**src/rtl/spi_out_sched.sv**
```systemverilog
// ---------------------------------------------------------------------------
// spi_out_sched
//
// Round-robin scheduler that shares one pseudo-SPI output engine among
// NUM_REQ requesters. The winner's start address and word count are latched
// and presented to the engine. The engine's active-low BGN is then sequenced
// through hold-in-reset (LOAD), run (RUN) and release (FIN). FIN returns a
// one-cycle ACK to the granted requester.
//
// Optional feature (macro SPI_OUT_SCHED_TIMEOUT_EN):
//   When it is defined, a TMO_W-bit counter bounds the RUN phase. If the
//   counter expires, the transfer ends with ERR pulsed alongside ACK.
//   When it is undefined, RUN waits for SPI_DONE indefinitely and ERR is 0.
//
// Ports:
//   CLK           system clock, all logic on posedge
//   RSTN          synchronous active-low reset
//   REQ           per-requester level request, held until ACK
//   REQ_ADDR      packed start addresses, requester i at [i*ADDR_W +: ADDR_W]
//   REQ_LEN       packed word counts, requester i at [i*LEN_W +: LEN_W]
//   ACK           one-cycle completion pulse to the granted requester
//   ERR           one-cycle timeout flag, coincident with ACK
//   BUSY          high whenever the scheduler is not idle
//   GNT_ID        index of the current or last granted requester
//   SPI_BGN       engine enable / active-low reset
//   SPI_ADDR_BGN  latched start address to the engine
//   SPI_DATA_LEN  latched word count to the engine
//   SPI_DONE      engine spi_is_done
// ---------------------------------------------------------------------------
module spi_out_sched #(
    parameter int NUM_REQ  = 2,
    parameter int ADDR_W   = 10,
    parameter int LEN_W    = 8,
    parameter int LOAD_CYC = 2,
    parameter int TMO_W    = 16
) (
    input  logic                      CLK,
    input  logic                      RSTN,
    input  logic [NUM_REQ-1:0]        REQ,
    input  logic [NUM_REQ*ADDR_W-1:0] REQ_ADDR,
    input  logic [NUM_REQ*LEN_W-1:0]  REQ_LEN,
    output logic [NUM_REQ-1:0]        ACK,
    output logic                      ERR,
    output logic                      BUSY,
    output logic [2:0]                GNT_ID,
    output logic                      SPI_BGN,
    output logic [ADDR_W-1:0]         SPI_ADDR_BGN,
    output logic [LEN_W-1:0]          SPI_DATA_LEN,
    input  logic                      SPI_DONE
);

    if (NUM_REQ < 2 || NUM_REQ > 8 || LOAD_CYC < 1 || TMO_W < 2 ||
        ADDR_W < 1 || LEN_W < 1) begin : g_param_check
        $error("spi_out_sched: parameter out of range");
    end

    localparam int         CNT_W    = (LOAD_CYC > 1) ? $clog2(LOAD_CYC) : 1;
    localparam logic [3:0] NR4      = 4'(NUM_REQ);
    localparam logic [2:0] LAST_ID  = 3'(NUM_REQ - 1);

    typedef enum logic [1:0] {
        S_IDLE,
        S_LOAD,
        S_RUN,
        S_FIN
    } state_t;

    state_t             state;
    state_t             state_nxt;
    logic [CNT_W-1:0]   cnt;
    logic [2:0]         rr_ptr;

    logic               found;
    logic [2:0]         win;
    logic [3:0]         pos;
    logic [ADDR_W-1:0]  addr_sel;
    logic [LEN_W-1:0]   len_sel;
    logic               grant;
    logic [2:0]         ack_id;

`ifdef SPI_OUT_SCHED_TIMEOUT_EN
    localparam logic [TMO_W-1:0] TMO_LAST = {{(TMO_W-1){1'b1}}, 1'b0};
    logic [TMO_W-1:0]   tmo;
    logic               tmo_hit;
`endif

    // Scan offsets 0..NUM_REQ-1 from rr_ptr. The first requester found wins.
    always_comb begin
        found = 1'b0;
        win   = '0;
        pos   = '0;
        for (int unsigned i = 0; i < NUM_REQ; i++) begin
            pos = {1'b0, rr_ptr} + 4'(i);
            if (pos >= NR4) begin
                pos = pos - NR4;
            end
            for (int unsigned k = 0; k < NUM_REQ; k++) begin
                if (!found && pos == 4'(k) && REQ[k]) begin
                    found = 1'b1;
                    win   = 3'(k);
                end
            end
        end
    end

    always_comb begin
        addr_sel = '0;
        len_sel  = '0;
        for (int unsigned k = 0; k < NUM_REQ; k++) begin
            if (win == 3'(k)) begin
                addr_sel = REQ_ADDR[k*ADDR_W +: ADDR_W];
                len_sel  = REQ_LEN[k*LEN_W +: LEN_W];
            end
        end
    end

    always_ff @(posedge CLK) begin
        if (!RSTN) begin
            state <= S_IDLE;
        end else begin
            state <= state_nxt;
        end
    end

    always_comb begin
        state_nxt = state;
        grant     = 1'b0;
`ifdef SPI_OUT_SCHED_TIMEOUT_EN
        tmo_hit   = 1'b0;
`endif
        unique case (state)
            S_IDLE: begin
                if (found) begin
                    grant     = 1'b1;
                    state_nxt = (len_sel == '0) ? S_FIN : S_LOAD;
                end
            end
            S_LOAD: begin
                if (cnt == '0) begin
                    state_nxt = S_RUN;
                end
            end
            S_RUN: begin
                if (SPI_DONE) begin
                    state_nxt = S_FIN;
                end
`ifdef SPI_OUT_SCHED_TIMEOUT_EN
                // Expire on the edge where the counter would reach all-ones.
                else if (tmo == TMO_LAST) begin
                    state_nxt = S_FIN;
                    tmo_hit   = 1'b1;
                end
`endif
            end
            S_FIN: begin
                state_nxt = S_IDLE;
            end
            default: begin
                state_nxt = S_IDLE;
            end
        endcase
    end

    // A zero-length grant enters FIN directly from IDLE, before GNT_ID is updated.
    assign ack_id = grant ? win : GNT_ID;

    // Outputs are registered from the next state, so they line up with the state.
    always_ff @(posedge CLK) begin
        if (!RSTN) begin
            cnt          <= '0;
            rr_ptr       <= '0;
            ACK          <= '0;
            BUSY         <= 1'b0;
            GNT_ID       <= '0;
            SPI_BGN      <= 1'b0;
            SPI_ADDR_BGN <= '0;
            SPI_DATA_LEN <= '0;
        end else begin
            if (grant) begin
                SPI_ADDR_BGN <= addr_sel;
                SPI_DATA_LEN <= len_sel;
                GNT_ID       <= win;
                cnt          <= CNT_W'(LOAD_CYC - 1);
            end else if (state == S_LOAD && cnt != '0) begin
                cnt <= cnt - 1'b1;
            end

            if (state == S_FIN) begin
                rr_ptr <= (GNT_ID == LAST_ID) ? 3'd0 : GNT_ID + 3'd1;
            end

            for (int unsigned k = 0; k < NUM_REQ; k++) begin
                ACK[k] <= (state_nxt == S_FIN) && (ack_id == 3'(k));
            end

            BUSY    <= (state_nxt != S_IDLE);
            SPI_BGN <= (state_nxt == S_RUN);
        end
    end

`ifdef SPI_OUT_SCHED_TIMEOUT_EN
    always_ff @(posedge CLK) begin
        if (!RSTN) begin
            tmo <= '0;
            ERR <= 1'b0;
        end else begin
            // The counter is held at zero outside RUN, so it starts from zero on entry.
            tmo <= (state == S_RUN) ? tmo + 1'b1 : '0;
            ERR <= tmo_hit;
        end
    end
`else
    assign ERR = 1'b0;
`endif

endmodule
```
**config.mk**
```make
export PLATFORM = sky130hd
export DESIGN_NAME = spi_out_sched
export DESIGN_NICKNAME = d
export VERILOG_FILES = /design/src/rtl/spi_out_sched.sv
export SDC_FILE = /design/constraint.sdc
export NUM_CORES = 1
export LEC_CHECK = 0
export ABC_AREA = 1
export CORE_ASPECT_RATIO = 1.2
export CORE_MARGIN = 4
export CORE_UTILIZATION = 42
export DETAILED_ROUTE_END_ITERATION = 16
export PLACE_DENSITY = 0.81
export SYNTH_ARGS = -nofsm -noshare
export SYNTH_HDL_FRONTEND = slang
export SYNTH_SLANG_ARGS = --single-unit
export TNS_END_PERCENT = 20
```
**constraint.sdc**
```tcl
create_clock -name CLK -period 2.93 [get_ports CLK]
set_input_delay 0.586 -clock CLK [delete_from_list [all_inputs] [get_ports CLK]]
set_output_delay 0.586 -clock CLK [all_outputs]
set_load 0.03 [all_outputs]
```
==> out/results.txt <==
The die outline width was 63.8 um. Clock-pin slew was measured on the worst setup and hold paths at 0.06 ns. Dividing the final minimum period by the clock period gives 86.7%.

Predominant post-synthesis flop cell: sky130_fd_sc_hd__dfxtp_1. The tools report the total chip power as 2.29 mW. In this run, placement finished with an instance count of 318. The run gives 2.76 ns as the critical path data arrival time. The detailed router placed 1641 vias in this run. In this run the vertical extent of the chip is 74.9 um.

The first global-routing pass estimated 6910 um of wire. The slowest stage cell on the critical path was sky130_fd_sc_hd__dfxtp_1. For this design, the sink count on the clock tree is 31. The routability-driven placement congestion ratio is 0.882, and the maximum number of pins on one net before global-route repair is 27. The end-of-flow core utilization came out at 64.5%. Walking the worst path, the cells encountered are ha_1, inv_1, nand2_1, nand2_1, ha_1, inv_1, nand3_1, nand3_1, nand2_1, nand2_1, nand2_2, nand3_2, nand2_8, o21ai_0, nand2_1, nor2_1, nand2_1, nand2_2, nand3_2, nor2_1. Area share of the largest cell type after synthesis: 39.6%. The commonest cells after synthesis are sky130_fd_sc_hd__nand2_1 (48), sky130_fd_sc_hd__a21oi_1 (32), sky130_fd_sc_hd__dfxtp_1 (31), sky130_fd_sc_hd__inv_1 (23), sky130_fd_sc_hd__o21ai_0 (15). TritonCTS built the clock tree. The run gives 0 as the initial antenna violation count.

The top fanout value on the critical path was 24; the total power divided by cell area was 986 nW/um2. On the final layout, the worst clock skew is 0.00692 ns. I/O pin count: 67. The tools report the category of the worst setup path capture point as a flop. Buffers placed on the I/O ports in this run total 65. The async set or reset register ratio after synthesis works out to 0%. The logs give 107 for the number of violations reported at the end of detailed-routing iteration 0 and 4770 um2 for the die outline area.

The setup path with the least slack is of type reg2reg. The multi-input combinational cells in the finished layout cover a total of 801 um2. After layout, the minimum clock period comes to 2.54 ns.

Relative to the synthesized area, the layout overhead comes to 48.5%. The run gives 0 as the max-slew violation count. Yosys attributes the largest share of cell area to sky130_fd_sc_hd__dfxtp_1 (40%), sky130_fd_sc_hd__nand2_1 (12%), sky130_fd_sc_hd__a21oi_1 (10%). The sequential share of the synthesized area is 39.6%.

The routed design has 4060 um of wire. Summed over all layers, the global routing overflow is 0. The placeable core region was 3600 um2. Setup repair after global routing left no endpoint under its margin. Setup slack on the critical path of the routed design comes to 0.388 ns.

The count of flip-flops with a built-in enable after synthesis is 0. The worst pin sits at a relative slew slack of 61.6%. The clock passes through at most 2 buffers. The tools report the sequential standard cell area as 622 um2. CTS placed an instance of sky130_fd_sc_hd__clkbuf_8 at the clock tree root.

The logs give 0 for the number of nets still failing antenna checks after routing and 1.05 nW for the standby leakage power. After detailed routing, the number of remaining DRC violations is 0. Counting flops and latches in the post-synthesis netlist gives 31. Across the VDD grid, the largest voltage drop is 0.555 mV. The logs give 3080 um for the post-DP HPWL and 0 for the final-report setup violation count. The worst setup timing slack at the placement stage came out at 0.233 ns. Once layout is complete, the cells apart from fillers number 325. Global routing consumed, over all layers together, 18.2% of the routing resources. Max-cap violations in this run came to 0.

For the number of H-tree levels, the log shows 2. The run finished with clean final reports. The number of distinct standard cells referenced by the synthesized netlist is 25. The logs give 0.28 ns for the latest clock arrival within the worst-skew pair and 0 for the number of warnings reported in the yosys synthesis log. The highest cell delay on the worst timing path is 0.44 ns. At the pin with the least slew margin, the transition time is 0.575 ns. Derived from the worst setup path, the maximum achievable clock frequency is 393 MHz.

The final-layout fill cell count is 323, and the critical path required time is 3.15 ns. The cell area after technology mapping was 1570 um2. The element type at the critical path start is a flop. Before antenna repair, the detailed router went through 4 iterations.

The largest total area in the synthesized netlist belongs to sky130_fd_sc_hd__dfxtp_1. The run gives 333 as the number of nets in the layout. The path class of the tightest hold or removal check is reg2reg. The number of global-route vias before repair is 1662. Most numerous cell on the critical path: sky130_fd_sc_hd__nand2_1. The average wire length per cell after detail routing is 12.5 um, and the synthesized netlist net count is 268. After routing, the total negative slack on setup checks comes to 0 ns. For this configuration, the core starts out at a cell density of 43.5%.

Among all cell types in the netlist, the one instantiated most often is sky130_fd_sc_hd__nand2_1. A synthesized cell averages 7.09 um2. The antenna diode instance count is 0, and the number of rows in the core area is 24.

The detailed-route vias per instance is 5.05. The run gives 5 as the clock buffer count from CTS. After clock tree synthesis, the flow added hold-fix buffers numbering 0.

The fraction of layout cells with a size suffix above 1 is 8.74%, and the number of instances in the synthesized netlist is 221. The hold violation count in the final report was 0.
## cell families (layout without fill, tap and decap cells)
logic type / after synthesis / after routing / share of synthesized area (%)
compound gates: 61 / 61 / 20.3
xor+xnor: 1 / 1 / 0.559
fa+ha+maj: 6 / 6 / 4.79
buf+inv: 35 / 100 / 9.82
flops: 31 / 31 / 39.6
other cells: 1 / 1 / 0.239
simple gates: 86 / 86 / 24.7
## repair_timing
item	in CTS	in global routing
setup endpoints to repair	0	3
resized for setup	0	2
buffers inserted	0	0
## report_power, final
part	switching [mW]	internal, mW
Combinational	0.823	0.488
Clock	0.147	0.184
Sequential	0.0858	0.566
Total	1.06	1.24
## per-layer routing
metal  track usage (%)  vias up  wire length, um
li1                  -      845                -
met1              20.1      722             1600
met2              31.9       61             1990
met3              5.67       13              376
met4              9.35        0               97
met5                 0        -                0
## cell type report
| cell class | instances | area share (%) |
|---|---|---|
| multi-input combinational | 155 | 34.4 |
| timing repair buffer | 68 | 28.9 |
| sequential | 31 | 26.7 |
| inverter | 25 | 4.03 |
| clock buffer | 6 | 3.55 |
| tap | 39 | 2.10 |
| clock inverter | 1 | 0.215 |
## registers in the layout, summed over array words and instances (netlist names)
signal        count
SPI_BGN           1
state             2
GNT_ID            3
rr_ptr            3
SPI_DATA_LEN      8
ACK               2
cnt               1
SPI_ADDR_BGN     10
BUSY              1
## worst paths after layout
| path | end | slack (ns) | cells after the start | startpoint |
|---|---|---|---|---|
| worst min register to register | rr_ptr[0]$_SDFFE_PN0N_ | 0.51 | 1 | GNT_ID[0]$_SDFF_PN0_ |
| worst min-delay path | rr_ptr[0]$_SDFFE_PN0N_ | 0.51 | 1 | GNT_ID[0]$_SDFF_PN0_ |
| worst max register to register | SPI_BGN$_SDFF_PN0_ | 0.39 | 20 | rr_ptr[1]$_SDFFE_PN0N_ |
| worst max-delay path | SPI_BGN$_SDFF_PN0_ | 0.39 | 20 | rr_ptr[1]$_SDFFE_PN0N_ |
## cells in the final DEF (no fill, tap or decap)
| cell type | Yosys | routed |
|---|---|---|
| sky130_fd_sc_hd__a21oi_1 | 32 | 32 |
| sky130_fd_sc_hd__a31oi_1 | 1 | 1 |
| sky130_fd_sc_hd__buf_4 | 1 | 3 |
| sky130_fd_sc_hd__clkbuf_8 | 0 | 6 |
| sky130_fd_sc_hd__clkdlybuf4s50_1 | 0 | 65 |
| sky130_fd_sc_hd__clkinv_2 | 0 | 1 |
| sky130_fd_sc_hd__conb_1 | 1 | 1 |
| sky130_fd_sc_hd__dfxtp_1 | 31 | 30 |
| sky130_fd_sc_hd__dfxtp_2 | 0 | 1 |
| sky130_fd_sc_hd__ha_1 | 6 | 6 |
| sky130_fd_sc_hd__inv_1 | 23 | 23 |
| sky130_fd_sc_hd__inv_2 | 2 | 2 |
| sky130_fd_sc_hd__nand2_1 | 48 | 48 |
| sky130_fd_sc_hd__nand2_2 | 5 | 5 |
| sky130_fd_sc_hd__nand2_8 | 0 | 1 |
| sky130_fd_sc_hd__nand3_1 | 13 | 13 |
| sky130_fd_sc_hd__nand3_2 | 3 | 3 |
| sky130_fd_sc_hd__nand3b_1 | 1 | 1 |
| sky130_fd_sc_hd__nand4_1 | 1 | 1 |
| sky130_fd_sc_hd__nor2_1 | 13 | 13 |
| sky130_fd_sc_hd__o21ai_0 | 15 | 15 |
| sky130_fd_sc_hd__o21ai_1 | 10 | 10 |
| sky130_fd_sc_hd__o21ai_2 | 3 | 3 |
| sky130_fd_sc_hd__or2_1 | 1 | 1 |
| sky130_fd_sc_hd__xor2_1 | 1 | 1 |
## metrics by stage
| stage | hold slack, ns | instance area, um2 |
|---|---|---|
| final | 0.511 | 2330 |
| after global placement | 0.494 | 2230 |
| after CTS | 0.516 | 2320 |
| after detailed placement | 0.505 | 2230 |
| after floorplan | 0.474 | 1570 |
| after global routing | 0.563 | 2330 |
## critical path: cells and delay by family (launching register included)
kind,cells,cell delay [ns]
buf+inv,2,0.09
flops,1,0.44
simple gates,15,1.29
fa+ha+maj,2,0.42
compound gates,1,0.24
Note: power is estimated with default switching activity, not from simulation.
